===== config.mk =====
export PLATFORM = sky130hd
export DESIGN_NAME = sram_1rw1r_arbiter
export DESIGN_NICKNAME = d
export VERILOG_FILES = /design/src/rtl/sram_1rw1r_arbiter.sv
export SDC_FILE = /design/constraint.sdc
export NUM_CORES = 1
export LEC_CHECK = 0
export CAP_MARGIN = 20
export CORE_MARGIN = 2
export CORE_UTILIZATION = 30
export CTS_CLUSTER_DIAMETER = 150
export CTS_CLUSTER_SIZE = 10
export DETAILED_ROUTE_END_ITERATION = 12
export PLACE_DENSITY = 0.66
export SYNTH_ARGS = -nofsm -noshare
export SYNTH_HDL_FRONTEND = slang
export SYNTH_SLANG_ARGS = --single-unit

===== constraint.sdc =====
create_clock -name clk -period 2.4 [get_ports clk]
set_input_delay 0.48 -clock clk [delete_from_list [all_inputs] [get_ports clk]]
set_output_delay 0.48 -clock clk [all_outputs]
set_load 0.05 [all_outputs]

===== src/rtl/sram_1rw1r_arbiter.sv =====
// Arbitration and read-return front end for a 1RW+1R SRAM macro.
// A and B share RW port 0 round-robin; C owns read port 1.
module sram_1rw1r_arbiter #(
    parameter int DATA_WIDTH = 20,
    parameter int ADDR_WIDTH = 8
) (
    input  logic                  clk,
    input  logic                  rst_n,

    input  logic                  req_a,
    input  logic                  we_a,
    input  logic [ADDR_WIDTH-1:0] addr_a,
    input  logic [DATA_WIDTH-1:0] wdata_a,
    output logic                  gnt_a,
    output logic                  rvalid_a,
    output logic [DATA_WIDTH-1:0] rdata_a,

    input  logic                  req_b,
    input  logic                  we_b,
    input  logic [ADDR_WIDTH-1:0] addr_b,
    input  logic [DATA_WIDTH-1:0] wdata_b,
    output logic                  gnt_b,
    output logic                  rvalid_b,
    output logic [DATA_WIDTH-1:0] rdata_b,

    input  logic                  req_c,
    input  logic [ADDR_WIDTH-1:0] addr_c,
    output logic                  gnt_c,
    output logic                  rvalid_c,
    output logic [DATA_WIDTH-1:0] rdata_c,

    output logic                  csb0,
    output logic                  web0,
    output logic [ADDR_WIDTH-1:0] addr0,
    output logic [DATA_WIDTH-1:0] din0,
    input  logic [DATA_WIDTH-1:0] dout0,

    output logic                  csb1,
    output logic [ADDR_WIDTH-1:0] addr1,
    input  logic [DATA_WIDTH-1:0] dout1
);

    logic                  rr_last;
    logic [ADDR_WIDTH-1:0] addr0_hold;
    logic [DATA_WIDTH-1:0] din0_hold;
    logic                  acc0;
    logic                  wr0;
    logic                  pend0_vld_p1;
    logic                  pend0_src_p1;
    logic                  pend1_vld_p1;

    // Grants and macro drive are combinational so the macro samples at the accept edge
    always_comb begin
        gnt_a = rst_n & req_a & (~req_b | rr_last);
        gnt_b = rst_n & req_b & (~req_a | ~rr_last);
        acc0  = gnt_a | gnt_b;
        csb0  = ~acc0;
        if (gnt_a) begin
            web0  = ~we_a;
            addr0 = addr_a;
            din0  = wdata_a;
        end else if (gnt_b) begin
            web0  = ~we_b;
            addr0 = addr_b;
            din0  = wdata_b;
        end else begin
            web0  = 1'b1;
            addr0 = addr0_hold;
            din0  = din0_hold;
        end
        wr0   = acc0 & ~web0;
        // A same-address port-1 read would see stale data, so it waits a cycle
        gnt_c = rst_n & req_c & ~(wr0 & (addr0 == addr_c));
        csb1  = ~gnt_c;
        addr1 = addr_c;
    end

    // Stage 1: remember which reads are in flight; stage 2: raise rvalid
    always_ff @(posedge clk or negedge rst_n) begin
        if (!rst_n) begin
            rr_last      <= 1'b1;
            pend0_vld_p1 <= 1'b0;
            pend0_src_p1 <= 1'b0;
            pend1_vld_p1 <= 1'b0;
            rvalid_a     <= 1'b0;
            rvalid_b     <= 1'b0;
            rvalid_c     <= 1'b0;
        end else begin
            if (acc0)
                rr_last <= gnt_b;
            pend0_vld_p1 <= acc0 & web0;
            pend0_src_p1 <= gnt_b;
            pend1_vld_p1 <= gnt_c;
            rvalid_a     <= pend0_vld_p1 & ~pend0_src_p1;
            rvalid_b     <= pend0_vld_p1 &  pend0_src_p1;
            rvalid_c     <= pend1_vld_p1;
        end
    end

    // Stage 2: capture macro read data for the owning requester
    always_ff @(posedge clk or negedge rst_n) begin
        if (!rst_n) begin
            addr0_hold <= '0;
            din0_hold  <= '0;
            rdata_a    <= '0;
            rdata_b    <= '0;
            rdata_c    <= '0;
        end else begin
            if (acc0) begin
                addr0_hold <= addr0;
                din0_hold  <= din0;
            end
            if (pend0_vld_p1 & ~pend0_src_p1)
                rdata_a <= dout0;
            if (pend0_vld_p1 & pend0_src_p1)
                rdata_b <= dout0;
            if (pend1_vld_p1)
                rdata_c <= dout1;
        end
    end

endmodule

# Word level (Yosys, flattened, before mapping)
# Cells that the tools add are included.
classes:
  muxes: 6
  n_bitwise: 24
  eq_ne: 1
ops:
  columns: ["cell", "count"]
  rows:
  - ["$mux W20", 2]
  - ["$mux W8", 2]
  - ["$and A1 B1 Y1", 11]
  - ["$not A1 Y1", 10]
  - ["$eq A8 B8 Y1", 1]
  - ["$or A1 B1 Y1", 3]
  - ["$mux W1", 2]
totals:
  in_bits: 111
  word_cells: 43
  ff_bits: 95

# Longest topological paths before layout
# Gate-level depths: netlist of the first run.
logic_depth:
  word_depth: 11
  depth_mapped: 8
  depth_no_buf: 7

# Least setup slack after synthesis of the first run
# Ideal clock, no wire load.
synth_path:
  path_kind: "input -> output"
  start: "input port rst_n"
  end: "output port csb1"
  path_stages: 7
  n_path_buf: 2
  path_slack_ps: -1553
  t_arrival_ps: 3473
  t_required_ps: 1920
  path_cell_list: "buf_2 > buf_2 > nand3_1 > a31oi_1 > xnor2_1 > nand2_1 > o311ai_1"
synth_via:
  elab_cells_between_ends: 17
  classes_between: "eq/ne: 1; mux: 4; bitwise: 12"
synth_rtl:
  columns: ["item", "line_no", "text"]
  rows:
  - ["start: declaration", "8", "input logic rst_n,"]
  - ["$and A1 B1 Y1 (2 in series)", "55", "gnt_b = rst_n & req_b & (~req_a | ~rr_last);"]
  - ["$mux W8", "62", "end else if (gnt_b) begin"]
  - ["$mux W8 (*)", "58", "if (gnt_a) begin"]
  - ["net addr0[0]", "34", "output logic [ADDR_WIDTH-1:0] addr0,"]
  - ["$eq A8 B8 Y1 (*)", "73", "gnt_c = rst_n & req_c & ~(wr0 & (addr0 == addr_c));"]
  - ["$and A1 B1 Y1 (*)", "73", null]
  - ["$not A1 Y1 (*)", "73", null]
  - ["$and A1 B1 Y1 (*)", "73", null]
  - ["$not A1 Y1 (*)", "74", "csb1 = ~gnt_c;"]
  - ["end: declaration", "38", "output logic csb1,"]
# The timed path passes the listed nets; every way through them passes the cells marked *.

# Worst setup path after layout of the first run
layout_path:
  start: "input port req_b"
  end: "output port csb1"
layout_via:
  elab_chain_cells: 10
  elab_cells_between_ends: 17
  classes_between: "eq/ne: 1; mux: 4; bitwise: 12"
layout_rtl:
  columns: ["item", "line_no", "text"]
  rows:
  - ["start: declaration", "18", "input logic req_b,"]
  - ["branches (longest 6 deep; another with $mux W8)", null, null]
  - ["$and A1 B1 Y1 (*)", "73", null]
  - ["$not A1 Y1 (*)", "73", null]
  - ["$and A1 B1 Y1 (*)", "73", null]
  - ["$not A1 Y1 (*)", "74", null]
# Every way passes the cells marked *.

==> results by group, run 1 <==
Route
  • Uppermost layer routed: met4
  • Met1 WL: 5.17 mm
  • Met3 wire len: 1.24 mm
  • Final WL: 13.7 mm
  • Met2 wire len: 6.99 mm
  • DR vias: 3860
  • First-pass DRT Iterations: 4
  • DR WL/cell: 16.8 microns
  • Violation count after the first detailed-routing iteration: 176
  • ANT nets after route: 0
  • Remaining DRCs: 0
  • Vias/cell: 4.73

STA
  • Measured slew at the worst slew-check pin: 0.825 ns
  • Clock skew: 0.00625 ns
  • Setup slack after layout: -0.574 ns
  • Achievable Freq: 336 MHz
  • Final worst-path cycle share: 1.24
  • Final setup fails: 24
  • Hold Slack: 0.189 ns
  • Max Slew Vio Count: 0
  • Tmin final: 2.97 ns
  • Final Hold Vio Count: 0
  • Worst slew margin: 0.450
  • RSZ-0062 raised after global routing: true

Worst setup path
  • Reg-to-Reg Start: rr_last
  • Crit end category: primary output
  • Critical R2R Capture: pend1_vld_p1
  • Startpoint types: input pin
  • Crit path max fanout: 7
  • Worst endpoint required time: 1.92 ns
  • Setup Crit Path Kind: in -> out
  • R2r worst-path depth: 8
  • Reg-to-reg slack, setup: 0.32 ns
  • Data arrival, critical path: 2.49 ns

Clocking
  • Max H-tree Level: 3
  • Worst-path clk slew: 0.07 ns
  • Clock sinks: 95
  • Clock Latency Late Sink: 0.35 ns
  • CTS tree: yes
  • Root Driver: clkbuf_16
  • Hold_buf cts: 0
  • CTS Buf Count: 9
  • Maximum clock path buffer count: 2

Yosys
  • Register area share after synthesis: 0.573
  • Post-Syn Instances: 342
  • Number of synthesized flops with an enable pin: 0
  • Synth warn: 0
  • Synth Cell Area: 0.00415 sq mm
  • Simple-Gate Fraction of Synth Area: 0.0943
  • Syn_nets: 453
  • Post-synthesis xor/xnor area fraction: 0.00843
  • Synth Area per Inst: 12.1 sq um
  • Multiplexer area fraction after synthesis: 0.163
  • Ys async rst share: 1.00
  • Synth cell types: 49
  • Post-Synth Adder-Cell Area: 0
  • Ys flop type: dfrtp_1
  • Area fraction in compound gates after synthesis: 0.117
  • Seq cells post-synth: 95
  • Largest family of logic cells by synthesized area: multiplexers

Finish
  • Nets@finish: 745
  • Share of layout cells above drive strength 1: 0.440
  • Syn-to-layout area delta: 98.6%
  • Most frequent cells in the layout: 170 x clkdlybuf4s50_1, 94 x dfrtp_1, 92 x buf_4, 60 x mux2_2, 36 x buf_12
  • Commonest non-fill, non-tap cell in the layout: clkdlybuf4s50_1
  • Fin util: 0.616

Floorplanning
  • Initial Utilization: 0.310
  • Die W: 122 microns
  • Die footprint: 0.0148 sq mm
  • Core area: 0.0134 sq mm
  • Num rows: 42
  • # IOs: 216
  • Die Ht: 122 microns

Placement
  • IO Port Bufs: 215
  • Place WS: -0.953 ns
  • DP Wirelength: 9.98 mm
  • Routability cong.: 0.844

Flow run
  • Max Cap Viol: 0

Power
  • Pwr Density: 802 mW/mm^2
  • Max VDD drop: 0.373 mV
  • Leak pwr: 3.68 nW

GRT
  • First-pass GRT wire length: 21.2 mm
  • Vias in the first global route: 4228
  • Initial antenna violation count: 0
  • GRT Total Usage: 0.186
  • Largest net degree at the start of global routing: 51
  • Global route overflow: 0

Outcome
  • Violated checks: setup timing
  • Outcome: finished, violations left

Hold path
  • HP Class: in -> async
worst max-delay path, stage by stage:
cell             delay (ns)
clkdlybuf4s15_2        0.26
buf_4                  0.19
or3b_1                 0.37
nand4_1                0.16
a21o_4                 0.12
a2bb2oi_2              0.12
o211ai_1               0.18
buf_4                  0.19
o311ai_4               0.24
buf_12                 0.18
Yosys cell counts, types with 2 or more instances:
master / instances / area share
a211oi_1: 2 / 0.0036
a21o_1: 3 / 0.0054
a21oi_1: 3 / 0.0036
a221o_1: 4 / 0.0096
a221oi_1: 3 / 0.0063
a22oi_1: 22 / 0.040
a2bb2oi_1: 2 / 0.0042
a31oi_1: 2 / 0.0030
and3_1: 2 / 0.0030
buf_2: 2 / 0.0024
buf_4: 10 / 0.018
clkbuf_1: 11 / 0.0099
dfrtp_1: 94 / 0.57
inv_1: 10 / 0.0090
inv_2: 2 / 0.0018
mux2_2: 60 / 0.16
nand2_1: 66 / 0.060
nand2b_1: 2 / 0.0030
nand3_1: 2 / 0.0024
nand4_1: 3 / 0.0045
nor2b_1: 3 / 0.0045
o21ai_0: 2 / 0.0024
o22ai_1: 3 / 0.0045
xnor2_1: 4 / 0.0084
where the power goes:
| group | switching, mW | internal [mW] |
|---|---|---|
| Combinational | 1.81 | 1.38 |
| Sequential | 0.158 | 1.91 |
| Clock | 0.628 | 0.737 |
per-stage QoR:
stage,setup TNS [ns],total power [mW],area [sq um],instances
final,-2.40,6.61,8250,816
after global routing,-4.24,6.91,8250,815
after CTS,-9.99,6.65,8160,812
after detailed placement,-14.81,5.11,7340,779
after global placement,-13.32,5.07,7340,779
after floorplan,-0.543,3.76,4290,342
flip-flops by register name (all words and copies together), names as in the netlist:
register,cells
din0_hold,20
rdata_a,20
rdata_b,20
rdata_c,20
addr0_hold,8
pend0_src_p1,1
pend0_vld_p1,1
pend1_vld_p1,1
rr_last,1
rvalid_a,1
rvalid_b,1
rvalid_c,1
logic make-up (layout without fill, tap and decap cells):
group,count (synthesis),count (layout)
AOI/OAI and AO/OA,60,60
muxes,60,60
xor gates and xnor gates,4,4
and+or+nand+nor,86,86
DFF,95,95
buffers and inverters,37,334
other,0,1
worst max path at each step:
| stage | from | end | slack (ns) | cells past startpoint |
|---|---|---|---|---|
| floorplan | rr_last | csb1 | -0.30 | 6 |
| global placement | req_b | gnt_c | -0.92 | 8 |
| detailed placement | req_b | gnt_c | -0.95 | 8 |
| CTS | rr_last | gnt_c | -0.58 | 7 |
| global route | req_b | csb1 | -0.70 | 10 |
| finish | req_b | csb1 | -0.57 | 10 |
area by class of cell:
class                      instances  area (sq um)
fill                            1047          5150
timing repair buffer             306          3210
sequential                        95          2380
multi-input combinational        210          2110
clock buffer                      10           239
tap                              176           220
inverter                          12          47.5
clock inverter                     6          43.8
antenna                            1          2.50
repair_timing:
action / 4_1_cts / 5_1_grt
resized for setup: 93 / 21
pin swaps: 16 / 6
setup buffers: 16 / 9
setup endpoints to repair: 33 / 28
gates cloned: 2 / 0
routing by layer:
metal  GRT usage  vias to the layer above
li1            -                     1792
met1       0.211                     1879
met2       0.321                      167
met3      0.0716                       22
met4      0.0639                        0
met5           0                        -
No activity file was read; power rests on OpenSTA's default activity.
==> run 2, diff against run 1 <==
SETUP_SLACK_MARGIN = 0.4   (was default)
==> run 2 against run 1 <==
Net effect: the flow still finishes with violations (setup timing); cell count grew 2.2%; setup slack lost 0.076 ns; combinational power grew 5%; maximum frequency shrank 2.5%; die area is the same; register-to-register slack lost 0.05 ns; core utilization grew 5.2 points; critical path depth shrank 2; sequential power is essentially flat; highest routed layer unchanged; first-iteration DRC count grew 22%.
==> results by group, run 2 (same netlist as run 1, synthesis figures left out) <==
STA
  • Setup slack after layout: -0.650 ns
  • Setup_tns: -7.24 ns
  • Measured slew at the worst slew-check pin: 0.808 ns
  • Clock skew: 0.00583 ns
  • Tmin final: 3.05 ns
  • RSZ-0062 raised after global routing: true
  • Final worst-path cycle share: 1.27
  • Achievable Freq: 328 MHz
  • Final Hold Vio Count: 0
  • Hold Slack: 0.211 ns
  • Max Slew Vio Count: 0
  • Worst slew margin: 0.461
  • Final setup fails: 26

GRT
  • Met3 usage: 0.0534
  • Largest net degree at the start of global routing: 54
  • M2 GR Usage: 0.351
  • Initial antenna violation count: 0
  • Global route overflow: 0
  • GRT Total Usage: 0.194
  • Routing usage on met1: 0.223
  • First-pass GRT wire length: 22.1 mm
  • Vias in the first global route: 4336
  • Layer with the highest usage: met2

Power
  • Total chip power: 6.88 mW
  • Leak pwr: 4.24 nW
  • Max VDD drop: 0.322 mV
  • Pwr Density: 769 mW/mm^2

Clocking
  • Maximum clock path buffer count: 2
  • Worst-path clk slew: 0.07 ns
  • CTS tree: yes
  • Root Driver: clkbuf_16
  • Hold_buf cts: 0
  • Max H-tree Level: 3
  • CTS Buf Count: 9
  • Clock sinks: 95
  • Clock Latency Late Sink: 0.35 ns

Worst setup path
  • Crit end category: primary output
  • Data arrival, critical path: 2.57 ns
  • Crit path max fanout: 5
  • Critical R2R Capture: pend1_vld_p1
  • Worst Setup SP: rr_last
  • Crit path max-delay family: compound AO/OA/AOI/OAI gates
  • CP bufs+invs: 2
  • Reg-to-reg slack, setup: 0.27 ns
  • CP max stage delay: 0.60 ns
  • CP Cell Sequence: a21boi_4 -> and3_4 -> a221o_2 -> xnor2_2 -> o211ai_1 -> buf_4 -> o311ai_4 -> buf_12
  • Setup Crit Path Kind: reg -> out
  • Reg-to-Reg Start: rr_last
  • R2r worst-path depth: 6
  • Worst endpoint required time: 1.92 ns
  • Crit path depth: 8
  • Critical path's slowest cell: dfstp_2
  • Startpoint types: register

Finish
  • Fin util: 0.668
  • Fillers: 969
  • ANT cells: 0
  • Most frequent cells in the layout: 113 x clkdlybuf4s50_1, 94 x dfrtp_1, 78 x buf_4, 60 x mux2_2, 38 x buf_12
  • Commonest non-fill, non-tap cell in the layout: clkdlybuf4s50_1
  • Nets@finish: 764
  • Syn-to-layout area delta: 115%
  • Share of layout cells above drive strength 1: 0.492
  • Final Instance Count excl. Fillers: 834

Route
  • First-pass DRT Iterations: 4
  • Final WL: 14.3 mm
  • Vias/cell: 4.74
  • DR vias: 3954
  • DR WL/cell: 17.1 microns
  • ANT nets after route: 0
  • Remaining DRCs: 0
  • Violation count after the first detailed-routing iteration: 215

Hold path
  • HP Class: in -> async

Flow run
  • Max Cap Viol: 0

Floorplanning
  • Die footprint: 0.0148 sq mm
  • Core area: 0.0134 sq mm
  • # IOs: 216
  • Die W: 122 microns
  • Num rows: 42
  • Initial Utilization: 0.310
  • Die Ht: 122 microns

Placement
  • Routability cong.: 0.805
  • DP Wirelength: 9.98 mm
  • IO Port Bufs: 215
  • Inst Count DP: 775

Outcome
  • Outcome: finished, violations left
  • Violated checks: setup timing
[run 2: stage by stage]
| step | setup WS [ns] | area [sq um] |
|---|---|---|
| after floorplan | -0.304 | 4820 |
| after global routing | -0.745 | 8950 |
| after detailed placement | -0.856 | 7790 |
| final | -0.650 | 8950 |
| after CTS | -0.634 | 8760 |
| after global placement | -0.820 | 7790 |
[run 2: layer usage]
metal | part of all wire | vias up
li1 | - | 1846
met4 | 0.015 | 0
met2 | 0.53 | 154
met3 | 0.072 | 13
met1 | 0.38 | 1941
met5 | 0 | -
[run 2: power by group]
group	internal [mW]	switching [mW]	leakage (nW)
Combinational	1.46	1.88	2.96
Sequential	1.91	0.155	1.13
Clock	0.845	0.633	0.143
Total	4.21	2.67	4.24
[run 2: worst max path at each step]
stage | endpoint
floorplan | csb1
global placement | gnt_c
detailed placement | gnt_c
CTS | csb1
global route | csb1
finish | csb1
[run 2: timing repair]
item | CTS | global route
buffers inserted | 33 | 7
setup endpoints to repair | 73 | 81
gates resized for setup | 100 | 48
cloned | 3 | 0
pin swaps | 32 | 16
[run 2: area by class of cell]
type,instances,area [sq um],area share
Multi-Input combinational cell,210,2360,0.264
Inverter,12,47.5,0.00531
Timing Repair Buffer,325,3630,0.406
Clock inverter,5,62.6,0.00699
Sequential cell,95,2380,0.266
Clock buffer,11,243,0.0271
Tap cell,176,220,0.0246
==> run 3, diff against run 2 <==
clock period = 3.08 ns   (was 2.4 ns; I/O delays follow)
==> run 3 against run 2 <==
Net effect: the flow still finishes with violations (setup timing); sequential power shrank 22%; power fell by 27%; non-clock buffer count is 31 lower; setup slack gained 0.52 ns.
==> results by group, run 3 (same netlist as run 1, synthesis figures left out) <==
Outcome
  • Outcome: finished, violations left
  • Violated checks: setup timing

Placement
  • DP Wirelength: 9.88 mm
  • IO Port Bufs: 215
  • Routability cong.: 0.825

Worst setup path
  • Reg-to-reg slack, setup: 0.88 ns
  • CP Cell Sequence: buf_2 -> buf_6 -> or3b_1 -> nand4_1 -> buf_4 -> a21o_4 -> a2bb2oi_2 -> o211ai_1 -> buf_4 -> o311a_4 -> buf_6
  • Worst endpoint required time: 2.46 ns
  • R2r worst-path depth: 7
  • Reg-to-Reg Start: rr_last
  • Critical path's slowest cell: o311a_4
  • Setup Crit Path Kind: in -> out
  • Startpoint types: input pin
  • Data arrival, critical path: 2.59 ns
  • Crit path max fanout: 9
  • Crit end category: primary output
  • Critical R2R Capture: pend1_vld_p1
  • CP max stage delay: 0.35 ns

STA
  • Setup slack after layout: -0.127 ns
  • Final worst-path cycle share: 1.04
  • Max Slew Vio Count: 0
  • Hold Slack: 0.146 ns
  • Clock skew: 0.00566 ns
  • Final setup fails: 2
  • Measured slew at the worst slew-check pin: 0.973 ns
  • Final Hold Vio Count: 0
  • RSZ-0062 raised after global routing: true
  • Worst slew margin: 0.350
  • Tmin final: 3.21 ns
  • Achievable Freq: 312 MHz

GRT
  • GRT Total Usage: 0.180
  • Largest net degree at the start of global routing: 43
  • Vias in the first global route: 4200
  • First-pass GRT wire length: 20.7 mm
  • Global route overflow: 0
  • Initial antenna violation count: 0

Power
  • Max VDD drop: 0.287 mV
  • Pwr Density: 652 mW/mm^2
  • Total chip power: 5.04 mW
  • Leak pwr: 3.46 nW

Route
  • Final WL: 13.0 mm
  • ANT nets after route: 0
  • DR vias: 3803
  • DR WL/cell: 16.2 microns
  • First-pass DRT Iterations: 4
  • Remaining DRCs: 0
  • Vias/cell: 4.75
  • Violation count after the first detailed-routing iteration: 129

Clocking
  • Max H-tree Level: 3
  • Clock Latency Late Sink: 0.34 ns
  • Maximum clock path buffer count: 2
  • CTS Buf Count: 9
  • Root Driver: clkbuf_16
  • Worst-path clk slew: 0.06 ns
  • CTS tree: yes
  • Hold_buf cts: 0
  • Clock sinks: 95

Finish
  • Syn-to-layout area delta: 86.2%
  • Fillers: 1116
  • Commonest non-fill, non-tap cell in the layout: clkdlybuf4s50_1
  • Most frequent cells in the layout: 177 x clkdlybuf4s50_1, 94 x dfrtp_1, 80 x buf_4, 61 x nand2_1, 60 x mux2_2
  • ANT cells: 0
  • Nets@finish: 733
  • Share of layout cells above drive strength 1: 0.358

Floorplanning
  • # IOs: 216
  • Core area: 0.0134 sq mm
  • Die footprint: 0.0148 sq mm
  • Die W: 122 microns
  • Die Ht: 122 microns
  • Num rows: 42
  • Initial Utilization: 0.310

Hold path
  • HP Class: in -> async

Flow run
  • Max Cap Viol: 0
[run 3: power by group]
part	switching, mW	total, mW	leakage [nW]	internal [mW]
Combinational	1.34	2.35	2.19	1.01
Clock	0.454	1.07	0.138	0.619
Sequential	0.127	1.62	1.13	1.49
[run 3: stage by stage]
stage,area [sq um],setup slack [ns],util,setup TNS (ns),cells
finish,7730,-0.127,0.577,-0.236,801
floorplan,4270,0.113,-,0,342
CTS,7670,-0.0525,0.572,-0.0819,796
global placement,7280,-0.478,0.543,-1.08,776
global route,7730,-0.195,0.577,-0.369,801
detailed placement,7280,-0.589,0.543,-1.30,776
[run 3: timing repair]
| action | 4_1_cts | 5_1_grt |
|---|---|---|
| endpoints found under the setup margin | 32 | 22 |
| buffers inserted | 6 | 5 |
| pin swaps | 6 | 12 |
| gates resized for setup | 25 | 8 |
[run 3: worst max-delay path by stage]
stage / cells past startpoint / startpoint / end / slack, ns
3_5_place_dp: 9 / req_b / gnt_c / -0.59
6_report: 11 / req_a / gnt_c / -0.13
5_1_grt: 10 / rr_last / gnt_c / -0.19
4_1_cts: 8 / rr_last / csb1 / -0.05
3_3_place_gp: 10 / req_b / gnt_c / -0.48
2_1_floorplan: 7 / req_a / csb1 / 0.11
[run 3: routing by layer]
metal | part of all wire | up-vias | track usage
met1 | 0.39 | 1857 | 0.205
li1 | - | 1770 | -
met3 | 0.077 | 20 | 0.0510
met4 | 0.021 | 0 | 0.0776
met5 | 0 | - | 0
met2 | 0.51 | 156 | 0.317
[run 3: cell type report]
| cell class | count | area (sq um) | area share |
|---|---|---|---|
| clock inverters | 4 | 48.8 | 0.00631 |
| clock buffers | 10 | 229 | 0.0296 |
| repair buffers | 294 | 3040 | 0.394 |
| well taps | 176 | 220 | 0.0285 |
| inverters | 12 | 47.5 | 0.00615 |
| flip-flops and latches | 95 | 2380 | 0.308 |
| multi-input cells | 210 | 1770 | 0.228 |
[run 3: critical path, delay by kind of cell]
| family | cells | cell delay, ns |
|---|---|---|
| AOI/OAI and AO/OA | 4 | 0.74 |
| and+or+nand+nor | 2 | 0.47 |
| buffers and inverters | 5 | 0.76 |
